**config.mk**
```make
export PLATFORM = sky130hd
export DESIGN_NAME = pwm_multi_gen_flat
export DESIGN_NICKNAME = d
export VERILOG_FILES = /design/src/rtl/pwm_multi_gen_if.sv /design/src/rtl/pwm_multi_gen.sv /design/src/flat_wrapper.sv
export SDC_FILE = /design/constraint.sdc
export NUM_CORES = 1
export LEC_CHECK = 0
export BUFFER_PORTS_ARGS = -buffer_cell sky130_fd_sc_hd__buf_2
export CAP_MARGIN = 20
export CORE_UTILIZATION = 64
export DETAILED_ROUTE_END_ITERATION = 8
export MAX_ROUTING_LAYER = met4
export PLACE_DENSITY = 0.87
export SKIP_CTS_REPAIR_TIMING = 1
export SYNTH_ARGS = -nofsm -noshare
export SYNTH_HDL_FRONTEND = slang
export SYNTH_SLANG_ARGS = --single-unit
```
**constraint.sdc**
```tcl
create_clock -name clk -period 10.55 [get_ports clk]
set_input_delay 2.11 -clock clk [delete_from_list [all_inputs] [get_ports clk]]
set_output_delay 2.11 -clock clk [all_outputs]
set_load 0.005 [all_outputs]
```
**src/rtl/pwm_multi_gen_if.sv**
```systemverilog
// Configuration and status bundle for pwm_multi_gen.
// Configuration is flat register buses; the outputs are all registered inside the core.
interface pwm_multi_gen_if #(
   parameter int unsigned NUM_GEN    = 2,
   parameter int unsigned CH_PER_GEN = 2,
   parameter int unsigned NUM_OUT    = 8,
   parameter int unsigned CNT_W      = 8,
   parameter int unsigned DIV_W      = 4
);
   localparam int unsigned NCH   = NUM_GEN * CH_PER_GEN;
   localparam int unsigned SEL_W = (NCH > 1) ? $clog2(NCH) : 1;

   logic [NUM_GEN-1:0]         gen_enable;
   logic [NUM_GEN-1:0]         gen_center;
   logic [NUM_GEN*DIV_W-1:0]   gen_div_exp;
   logic [NUM_GEN*CNT_W-1:0]   gen_period;
   logic [NCH*CNT_W-1:0]       ch_duty;
   logic [NCH-1:0]             ch_invert;
   logic [NUM_GEN-1:0]         update_req;
   logic [NUM_OUT-1:0]         out_en;
   logic [NUM_OUT-1:0]         out_pwm_en;
   logic [NUM_OUT*SEL_W-1:0]   out_sel;
   logic [NUM_GEN-1:0]         update_pending;
   logic [NUM_GEN-1:0]         period_start;
   logic [NUM_OUT-1:0]         out;

   modport master (
      output gen_enable, gen_center, gen_div_exp, gen_period, ch_duty, ch_invert,
             update_req, out_en, out_pwm_en, out_sel,
      input  update_pending, period_start, out
   );

   modport slave (
      input  gen_enable, gen_center, gen_div_exp, gen_period, ch_duty, ch_invert,
             update_req, out_en, out_pwm_en, out_sel,
      output update_pending, period_start, out
   );
endinterface

```
**src/rtl/pwm_multi_gen.sv**
```systemverilog
// Multi-timebase PWM engine: prescaled edge/centre counters, double-buffered compare
// channels and a registered per-pin crossbar.
module pwm_multi_gen #(
   parameter int unsigned NUM_GEN    = 2,
   parameter int unsigned CH_PER_GEN = 2,
   parameter int unsigned NUM_OUT    = 8,
   parameter int unsigned CNT_W      = 8,
   parameter int unsigned DIV_W      = 4
) (
   input  logic           clk,
   input  logic           rst_n,
   pwm_multi_gen_if.slave bus
);
   localparam int unsigned NCH   = NUM_GEN * CH_PER_GEN;
   localparam int unsigned SEL_W = (NCH > 1) ? $clog2(NCH) : 1;
   localparam int unsigned PRE_W = (1 << DIV_W) - 1;

   logic [NUM_GEN-1:0][PRE_W-1:0] presc_q, presc_d;
   logic [NUM_GEN-1:0][CNT_W-1:0] cnt_q, cnt_d;
   logic [NUM_GEN-1:0][CNT_W-1:0] per_q, per_d;
   logic [NUM_GEN-1:0][DIV_W-1:0] exp_q, exp_d;
   logic [NUM_GEN-1:0]            down_q, down_d;
   logic [NUM_GEN-1:0]            ctr_q, ctr_d;
   logic [NUM_GEN-1:0]            en_q, en_d;
   logic [NUM_GEN-1:0]            pend_q, pend_d;
   logic [NUM_GEN-1:0]            pstart_q, pstart_d;
   logic [NCH-1:0][CNT_W-1:0]     duty_q, duty_d;
   logic [NCH-1:0]                inv_q, inv_d;
   logic [NCH-1:0]                chan;
   logic [NUM_OUT-1:0]            out_q, out_d;

   always_comb begin : p_gen
      logic             live, tick, bnd, req, load, e_ctr;
      logic [CNT_W-1:0] e_per, e_duty;
      logic [DIV_W-1:0] e_exp;
      logic [PRE_W-1:0] top;
      int unsigned      idx;
      presc_d  = presc_q;
      cnt_d    = cnt_q;
      per_d    = per_q;
      exp_d    = exp_q;
      down_d   = down_q;
      ctr_d    = ctr_q;
      pend_d   = pend_q;
      pstart_d = '0;
      duty_d   = duty_q;
      inv_d    = inv_q;
      en_d     = bus.gen_enable;
      chan     = '0;
      live = 1'b0; tick = 1'b0; bnd = 1'b0; req = 1'b0; load = 1'b0; e_ctr = 1'b0;
      e_per = '0; e_duty = '0; e_exp = '0; top = '0; idx = 0;
      for (int g = 0; g < NUM_GEN; g++) begin
         // First enabled cycle runs on the live inputs, so a restart never sees stale settings.
         live  = ~en_q[g];
         e_per = live ? bus.gen_period[g*CNT_W +: CNT_W] : per_q[g];
         e_ctr = live ? bus.gen_center[g] : ctr_q[g];
         e_exp = live ? bus.gen_div_exp[g*DIV_W +: DIV_W] : exp_q[g];
         top   = (PRE_W'(1) << e_exp) - PRE_W'(1);
         tick  = (presc_q[g] == top);
         bnd   = 1'b0;
         req   = pend_q[g] | bus.update_req[g];

         for (int c = 0; c < CH_PER_GEN; c++) begin
            idx    = g * CH_PER_GEN + c;
            e_duty = live ? bus.ch_duty[idx*CNT_W +: CNT_W] : duty_q[idx];
            chan[idx] = (bus.gen_enable[g] & (cnt_q[g] < e_duty)) ^
                        (live ? bus.ch_invert[idx] : inv_q[idx]);
         end

         if (!bus.gen_enable[g]) begin
            presc_d[g] = '0;
            cnt_d[g]   = '0;
            down_d[g]  = 1'b0;
            pend_d[g]  = 1'b0;
            load       = 1'b1;
         end else begin
            presc_d[g] = tick ? '0 : presc_q[g] + PRE_W'(1);
            if (tick) begin
               if (e_per == '0) begin
                  bnd        = 1'b1;
                  cnt_d[g]   = '0;
                  down_d[g]  = 1'b0;
               end else if (!e_ctr) begin
                  bnd        = (cnt_q[g] == e_per);
                  cnt_d[g]   = bnd ? '0 : cnt_q[g] + CNT_W'(1);
                  down_d[g]  = 1'b0;
               end else if (down_q[g]) begin
                  bnd        = (cnt_q[g] == CNT_W'(1));
                  cnt_d[g]   = cnt_q[g] - CNT_W'(1);
                  down_d[g]  = ~bnd;
               end else begin
                  cnt_d[g]   = cnt_q[g] + CNT_W'(1);
                  down_d[g]  = ((cnt_q[g] + CNT_W'(1)) == e_per);
               end
            end
            load        = live | (bnd & req);
            pend_d[g]   = req & ~bnd;
            pstart_d[g] = bnd | live;
         end

         if (load) begin
            per_d[g] = bus.gen_period[g*CNT_W +: CNT_W];
            ctr_d[g] = bus.gen_center[g];
            exp_d[g] = bus.gen_div_exp[g*DIV_W +: DIV_W];
            for (int c = 0; c < CH_PER_GEN; c++) begin
               idx         = g * CH_PER_GEN + c;
               duty_d[idx] = bus.ch_duty[idx*CNT_W +: CNT_W];
               inv_d[idx]  = bus.ch_invert[idx];
            end
         end
      end
   end

   always_comb begin : p_mux
      logic [SEL_W-1:0] sel;
      out_d = '0;
      sel   = '0;
      for (int i = 0; i < NUM_OUT; i++) begin
         sel = bus.out_sel[i*SEL_W +: SEL_W];
         if (bus.out_en[i] && bus.out_pwm_en[i]) begin
            out_d[i] = (32'(sel) < NCH) ? chan[sel] : 1'b0;
         end else begin
            out_d[i] = bus.out_en[i];
         end
      end
   end

   always_ff @(posedge clk or negedge rst_n) begin
      if (!rst_n) begin
         presc_q  <= '0;
         cnt_q    <= '0;
         per_q    <= '0;
         exp_q    <= '0;
         down_q   <= '0;
         ctr_q    <= '0;
         en_q     <= '0;
         pend_q   <= '0;
         pstart_q <= '0;
         duty_q   <= '0;
         inv_q    <= '0;
         out_q    <= '0;
      end else begin
         presc_q  <= presc_d;
         cnt_q    <= cnt_d;
         per_q    <= per_d;
         exp_q    <= exp_d;
         down_q   <= down_d;
         ctr_q    <= ctr_d;
         en_q     <= en_d;
         pend_q   <= pend_d;
         pstart_q <= pstart_d;
         duty_q   <= duty_d;
         inv_q    <= inv_d;
         out_q    <= out_d;
      end
   end

   assign bus.update_pending = pend_q;
   assign bus.period_start   = pstart_q;
   assign bus.out            = out_q;
endmodule

```
**src/flat_wrapper.sv**
```systemverilog
// flat-port wrapper written by rule: the top's interface ports become plain ports
module pwm_multi_gen_flat 
#(
   parameter int unsigned NUM_GEN    = 2,
   parameter int unsigned CH_PER_GEN = 2,
   parameter int unsigned NUM_OUT    = 8,
   parameter int unsigned CNT_W      = 8,
   parameter int unsigned DIV_W      = 4
)
  (clk, rst_n, bus_gen_enable, bus_gen_center, bus_gen_div_exp, bus_gen_period, bus_ch_duty, bus_ch_invert, bus_update_req, bus_out_en, bus_out_pwm_en, bus_out_sel, bus_update_pending, bus_period_start, bus_out);
  pwm_multi_gen_if #(.NUM_GEN(NUM_GEN), .CH_PER_GEN(CH_PER_GEN), .NUM_OUT(NUM_OUT), .CNT_W(CNT_W), .DIV_W(DIV_W)) bus_i ();
  input  logic clk;
  input  logic rst_n;
  input wire logic [$bits(bus_i.gen_enable)-1:0] bus_gen_enable;
  input wire logic [$bits(bus_i.gen_center)-1:0] bus_gen_center;
  input wire logic [$bits(bus_i.gen_div_exp)-1:0] bus_gen_div_exp;
  input wire logic [$bits(bus_i.gen_period)-1:0] bus_gen_period;
  input wire logic [$bits(bus_i.ch_duty)-1:0] bus_ch_duty;
  input wire logic [$bits(bus_i.ch_invert)-1:0] bus_ch_invert;
  input wire logic [$bits(bus_i.update_req)-1:0] bus_update_req;
  input wire logic [$bits(bus_i.out_en)-1:0] bus_out_en;
  input wire logic [$bits(bus_i.out_pwm_en)-1:0] bus_out_pwm_en;
  input wire logic [$bits(bus_i.out_sel)-1:0] bus_out_sel;
  output wire logic [$bits(bus_i.update_pending)-1:0] bus_update_pending;
  output wire logic [$bits(bus_i.period_start)-1:0] bus_period_start;
  output wire logic [$bits(bus_i.out)-1:0] bus_out;
  assign bus_i.gen_enable = bus_gen_enable;
  assign bus_i.gen_center = bus_gen_center;
  assign bus_i.gen_div_exp = bus_gen_div_exp;
  assign bus_i.gen_period = bus_gen_period;
  assign bus_i.ch_duty = bus_ch_duty;
  assign bus_i.ch_invert = bus_ch_invert;
  assign bus_i.update_req = bus_update_req;
  assign bus_i.out_en = bus_out_en;
  assign bus_i.out_pwm_en = bus_out_pwm_en;
  assign bus_i.out_sel = bus_out_sel;
  assign bus_update_pending = bus_i.update_pending;
  assign bus_period_start = bus_i.period_start;
  assign bus_out = bus_i.out;
  pwm_multi_gen #(.NUM_GEN(NUM_GEN), .CH_PER_GEN(CH_PER_GEN), .NUM_OUT(NUM_OUT), .CNT_W(CNT_W), .DIV_W(DIV_W)) u_core (.clk(clk), .rst_n(rst_n), .bus(bus_i));
endmodule
```
==> metrics.txt, run 1 <==
synthesized net count=1075; unrepaired setup endpoints after global routing=false; Slew Limit Fails=0; Distinct cells, synth=74; #FFs+latches synth=124; # diodes=0; I/O Buffers=111; fin crit share=56.44%; clk root buf=clkbuf_16; number of global-route vias before repair=8020; largest net degree at the start of global routing=77; Max stage delay on crit path=670 ps; area of the die=14640 sq um; Slew Limit Headroom=29.69%; critical path peak fanout=31; Layout Nets=1156; CTS tree=built; Top Family by Delay on Critical Path=simple AND/OR/NAND/NOR gates; core outline area=13830 sq um; Hold WC Path Type=flop to flop; TritonCTS Buffers=17; first-pass GRT wire length=38630 microns; Initial Util=65.53%; cells after synthesis=937; CP Capture Type=flop; Synth area leader=dfrtp_1; Critical-path top delay cell=or4_4; initial antenna violation count=0; CTS Buffer Depth=2; synthesized cell area=9061 sq um; Post-Route WL=23590 microns; Crit path required time=10850 ps; synth warn=0; CTS sink cnt=124; vias per inst=6.566; Starting DRT DRC Count=691; highest clock rate=0.1679 GHz; WL per Instance=19.48 microns; endpoints failing setup=0; post-synth top area share=34.24%; I/O pin count=112; WP data arrival=6250 ps; slew at the pin with the worst max-slew slack=1048 ps; synth top area cells=dfrtp_1 (34%), mux2_2 (8.7%), mux2i_1 (6.8%), ha_1 (5.2%), xnor2_1 (4.3%); EDFF count, synth=0; layout cell share with drive strength beyond 1=23.47%; WP buf/inv=1; chain of cells forming the critical path=buf_2 -> nor4_1 -> a21oi_1 -> or2_2 -> ha_1 -> nor4_1 -> o211a_1 -> a211oi_1 -> or4_1 -> or4_4 -> o311a_4 -> mux2_2; fill count=923; syn avg cell area=9.670 sq um; Vias=7952; pwr/cell area=131.6 nW/um^2; minimum clock period=5954 ps; startpoint types=input port; final hold violations=0; Area growth, synth to finish=12.63%; status=completed; Async SR Flop Fraction=100.0%; worst IR drop on VDD=0.1160 mV; Worst-Skew Late Latency=430 ps; Seq/Total Area, Yosys=34.24%; Die Y=121.0 microns; die span in x=121.0 microns; final setup margin=4596 ps; drt drc=0; CTS H-tree lvls=4; RePlAce Congestion=0.9008; Post-Place Worst Slack=4268 ps; remaining antenna violation count after routing=0; Leakage=4.554 nW; Clock transition at path regs=50 ps; Fin Setup TNS=0 ps; maximum capacitance violations=0; drt first pass iters=5; total gr overflow=0; GR Util All Layers=34.86%; Clock Skews=10.56 ps; CP Class=input port to flop; dpl hpwl=15320 microns; row cnt=43; Crit path top cell by count=nor4_1; prevailing post-synth register cell=dfrtp_1
[path summary, 6_finish.rpt]
kind	startpoint	to	slack, ps	cells after the start
worst max-delay path	bus_gen_div_exp[5]	u_core.exp_q[5]	4600	12
worst min-delay path	u_core.duty_q[11]	u_core.duty_q[11]	500	1
worst max register to register	u_core.en_q[1]	u_core.exp_q[5]	5490	12
worst min register to register	u_core.duty_q[11]	u_core.duty_q[11]	500	1
max in group asynchronous	rst_n	u_core.en_q[1]	7460	2
min in group asynchronous	rst_n	u_core.duty_q[11]	1840	1
[state kept, by name (all words and copies together), names as in the netlist, 4 cells and up]
register	cells
u_core.bus.out	8
u_core.cnt_q	16
u_core.duty_q	32
u_core.exp_q	8
u_core.inv_q	4
u_core.per_q	16
u_core.presc_q	30
[per-layer routing]
layer  up-vias  GRT usage (%)  wire length (microns)
li1       3660              -                      -
met1      3881          42.01                   9797
met2       336          57.04                  11710
met3        75          6.579                   1433
met4         0          15.59                    650
met5         -              -                      0
[power by group]
group          internal, mW  switching (mW)  leakage, nW
logic                 0.113           0.133         2.72
clock network         0.353           0.211        0.283
registers             0.504          0.0297         1.56
total                 0.970           0.374         4.55
[metrics by stage]
step / cells / utilization (%) / hold WS, ps / power (mW) / instance area, sq um
after floorplan: 937 / - / 479.1 / 0.6994 / 9061
after global placement: 1179 / 69.70 / 487.2 / 0.7669 / 9638
after detailed placement: 1179 / 69.70 / 495.2 / 0.7764 / 9638
after CTS: 1211 / 73.81 / 507.2 / 1.339 / 10210
after global routing: 1211 / 73.81 / 518.8 / 1.391 / 10210
final: 1211 / 73.81 / 503.4 / 1.343 / 10210
[kinds of logic (layout without fill, tap and decap cells)]
| kind of cell | after synthesis | count (layout) | share of synthesized area [%] |
|---|---|---|---|
| XOR/XNOR | 68 | 68 | 6.573 |
| AO/OA/AOI/OAI | 169 | 169 | 13.23 |
| buffers and inverters | 78 | 172 | 3.866 |
| adder cells (fa/ha/maj) | 38 | 38 | 5.247 |
| flip-flops | 124 | 124 | 34.24 |
| AND/OR/NAND/NOR | 317 | 317 | 18.81 |
| multiplexers | 143 | 143 | 18.03 |
[worst reg2reg max path: cells and delay by family (launching register included)]
family | cells | cell delay (ps)
mux | 1 | 390
simple gates | 4 | 1660
buf+inv | 2 | 800
fa+ha+maj | 1 | 540
compound gates | 4 | 1200
flops | 1 | 340
[synth_stat cells (3+ instances only)]
library cell / number
a2111oi_0: 3
a211o_1: 6
a211oi_1: 10
a21boi_0: 7
a21o_1: 10
a21oi_1: 19
a311oi_1: 5
a31oi_1: 12
and2_1: 7
and3_1: 16
buf_1: 3
buf_2: 3
buf_4: 4
buf_6: 5
clkbuf_1: 37
dfrtp_1: 124
ha_1: 38
inv_1: 25
mux2_2: 70
mux2_4: 3
mux2i_1: 62
mux4_2: 8
nand2_1: 39
nand2b_1: 8
nand3_1: 41
nand3b_1: 5
nand4_1: 11
nand4b_1: 3
nor2_1: 79
nor2b_1: 12
nor3_1: 35
nor3b_1: 7
nor4_1: 18
nor4b_1: 6
o211ai_1: 8
o21a_1: 18
o21ai_0: 33
o22ai_1: 4
o31ai_1: 7
or2_2: 3
or4_1: 11
or4b_1: 3
xnor2_1: 44
xor2_1: 24
[cells in the final DEF, fill, tap and decap left out, types with 7 or more instances in the layout]
cell type	synthesis	final
xnor2_1	44	44
o31ai_1	7	7
ha_1	38	38
a21boi_0	7	7
a211oi_1	10	10
a21o_1	10	10
and3_1	16	16
mux4_2	8	8
nand2_1	39	39
clkbuf_16	0	17
inv_1	25	25
nand3_1	41	41
nor3b_1	7	7
o211ai_1	8	8
a31oi_1	12	12
nor2_1	79	79
mux2i_1	62	62
nor4_1	18	18
buf_2	3	110
nor3_1	35	35
xor2_1	24	24
a21oi_1	19	19
and2_1	7	7
mux2_2	70	70
o21ai_0	33	33
nand4_1	11	11
nor2b_1	12	12
dfrtp_1	124	122
o21a_1	18	18
nand2b_1	8	8
or4_1	11	11
[area by class of cell]
cell class                 instances  area [sq um]  share of cell area (%)
multi-input combinational        735          5625                   55.12
sequential                       124          3105                   30.43
timing repair buffer             115         588.1                   5.762
clock buffer                      25         505.5                   4.953
tap                              180         225.2                   2.207
inverter                          25         93.84                  0.9195
clock inverter                     7         62.56                  0.6130
(Power assumes the default switching activity.)
==> inputs of run 2 (changes only) <==
--- a/config.mk
+++ b/config.mk
@@ -7,10 +7,10 @@
 export LEC_CHECK = 0
 export BUFFER_PORTS_ARGS = -buffer_cell sky130_fd_sc_hd__buf_2
 export CAP_MARGIN = 20
-export CORE_UTILIZATION = 64
+export CORE_UTILIZATION = 60
 export DETAILED_ROUTE_END_ITERATION = 8
 export MAX_ROUTING_LAYER = met4
-export PLACE_DENSITY = 0.87
+export PLACE_DENSITY = 0.82
 export SKIP_CTS_REPAIR_TIMING = 1
 export SYNTH_ARGS = -nofsm -noshare
 export SYNTH_HDL_FRONTEND = slang
==> constraint.sdc (replaced) <==
create_clock -name clk -period 5.9 [get_ports clk]
set_input_delay 1.18 -clock clk [delete_from_list [all_inputs] [get_ports clk]]
set_output_delay 1.18 -clock clk [all_outputs]
set_load 0.005 [all_outputs]
==> run 2 against run 1 <==
  * The run now ends with design-rule violations left
  * Core utilization down 3.7 points
  * Global-route usage down 5.0 points
  * Design area up 0.59%
  * Combinational power up 76%
  * Sequential share of layout area down 0.18 points
  * Register-to-register slack worse by 4500 ps
  * Critical path type unchanged
  * Critical endpoint is now u_core.duty_q[22]
==> metrics.txt, run 2 (synthesized netlist as in run 1, its figures left out) <==
area of the die=15600 sq um (was 14640 sq um); Area growth, synth to finish=13.30% (was 12.63%); GR Util All Layers=29.89% (was 34.86%); RePlAce Congestion=0.9264 (was 0.9008); final instance count without filler cells=1215 (was 1211); WP buf/inv=1 (unchanged); initial antenna violation count=0 (unchanged); critical path peak fanout=31 (unchanged); worst IR drop on VDD=0.2003 mV (was 0.1160 mV); die span in x=124.9 microns (was 121.0 microns); WL met3=1281 microns (was 1433 microns); commonest non-fill, non-tap cell in the layout=dfrtp_1 (unchanged); Critical-path top delay cell=or4_4 (unchanged); fill count=1105 (was 923); max FFs per register=32 (unchanged); failing checks=design-rule violations; Top reg by flops=u_core.duty_q (unchanged); CTS tree=built (unchanged); placed cells=1184 (was 1179); hold path startpoint=u_core.duty_q[25] (was u_core.duty_q[11]); maximum capacitance violations=0 (unchanged); CTS sink cnt=124 (unchanged); largest net degree at the start of global routing=80 (was 77); Vias=7810 (was 7952); remaining antenna violation count after routing=0 (unchanged); minimum clock period=5111 ps; most frequent cells in the layout=dfrtp_1 (122), buf_2 (110), nor2_1 (79) (unchanged); chain of cells forming the critical path=buf_2 -> nor4_1 -> a21oi_1 -> or2_2 -> ha_1 -> nor4_1 -> o211a_1 -> a211oi_1 -> or4_1 -> or4_4 -> o311a_4 -> mux2_4 (was buf_2 -> nor4_1 -> a21oi_1 -> or2_2 -> ha_1 -> nor4_1 -> o211a_1 -> a211oi_1 -> or4_1 -> or4_4 -> o311a_4 -> mux2_2); total gr overflow=0 (unchanged); met2 WL post-DR=10520 microns (was 11710 microns); layout cell share with drive strength beyond 1=23.67% (was 23.47%); number of global-route vias before repair=7600 (was 8020); PnR Total Power=2.441 mW (was 1.343 mW); Fin Setup TNS=0 ps (unchanged); Clock transition at path regs=60 ps (was 50 ps); Top Family by Delay on Critical Path=simple AND/OR/NAND/NOR gates (unchanged); I/O pin count=112 (unchanged); vias per inst=6.428 (was 6.566); first-pass GRT wire length=36650 microns (was 38630 microns); startpoint types=input port (unchanged); Max stage delay on crit path=670 ps (about the same); Initial Util=61.88% (was 65.53%); Worst Setup SP=bus_gen_div_exp[5] (unchanged); TritonCTS Buffers=17 (unchanged); fin crit share=86.62%; drt first pass iters=8 (was 5); post-layout util=70.10% (was 73.81%); Post-Place Worst Slack=574.9 ps (was 4268 ps); pwr/cell area=237.8 nW/um^2 (was 131.6 nW/um^2); I/O Buffers=111 (unchanged); CTS H-tree lvls=4 (unchanged); Met1 Wirelength=9581 microns (was 9797 microns); highest clock rate=0.1957 GHz; DR top layer=met4 (unchanged); Slew Limit Fails=0 (unchanged); row cnt=44 (was 43); clk root buf=clkbuf_16 (unchanged); final setup margin=789.4 ps (was 4596 ps); RR Startpoint=u_core.en_q[1] (unchanged); unrepaired setup endpoints after global routing=false (unchanged); CP Class=input port to flop (unchanged); Layout Nets=1158 (was 1156); endpoints failing setup=0 (unchanged); CP Capture Type=flop (unchanged); Post-Route WL=21760 microns (was 23590 microns); # diodes=0 (unchanged); CTS Buffer Depth=2 (unchanged); biggest regs=u_core.duty_q (32), u_core.presc_q (30) (unchanged); Clock Skews=6.862 ps (was 10.56 ps); Leakage=4.570 nW (was 4.554 nW); drt drc=4 (was 0); WL per Instance=17.91 microns (was 19.48 microns); Starting DRT DRC Count=777 (was 691); Worst-Skew Late Latency=420 ps (was 430 ps); slew at the pin with the worst max-slew slack=970.1 ps (was 1048 ps); Die Y=124.9 microns (was 121.0 microns); Crit path top cell by count=nor4_1 (unchanged); status=finished with violations (was completed); dpl hpwl=15180 microns (was 15320 microns); Slew Limit Headroom=34.89% (was 29.69%); final hold violations=0 (unchanged); Hold WC Path Type=flop to flop (unchanged); core outline area=14640 sq um (was 13830 sq um); WP data arrival=5420 ps (was 6250 ps); Crit path required time=6210 ps (was 10850 ps)
-- run 2: cell type report --
class,count,area (sq um),area share [%]
Clock inverter,11,145.1,1.414
Tap cell,184,230.2,2.243
Clock buffer,19,442.9,4.314
Multi-Input combinational cell,735,5625,54.80
Inverter,25,93.84,0.9141
Timing Repair Buffer,117,623.1,6.069
Sequential cell,124,3105,30.25
-- run 2: per-stage QoR --
stage / hold slack (ps) / cell area (sq um)
6_report: 504.4 / 10270
4_1_cts: 506.6 / 10240
3_3_place_gp: 487.3 / 9651
3_5_place_dp: 494.4 / 9651
5_1_grt: 512.2 / 10270
2_1_floorplan: 479.1 / 9061
-- run 2: path summary, 6_finish.rpt --
check	to	slack [ps]	depth (start not counted)
setup reg to reg	u_core.duty_q[22]	1040	11
max in group asynchronous	u_core.en_q[1]	3940	3
hold / removal	u_core.duty_q[25]	500	1
setup / recovery	u_core.duty_q[22]	790	12
hold reg to reg	u_core.duty_q[25]	500	1
min in group asynchronous	u_core.duty_q[6]	690	1
-- run 2: where the power goes --
part / leakage [nW] / internal (mW) / switching, mW
clock network: 0.281 / 0.669 / 0.387
registers: 1.56 / 0.900 / 0.0536
logic: 2.73 / 0.204 / 0.227
-- run 2: layer usage --
layer	track usage, %	vias to the layer above
met4	9.971	0
met5	-	-
met2	48.68	295
met3	6.314	42
met1	37.14	3816
li1	-	3657
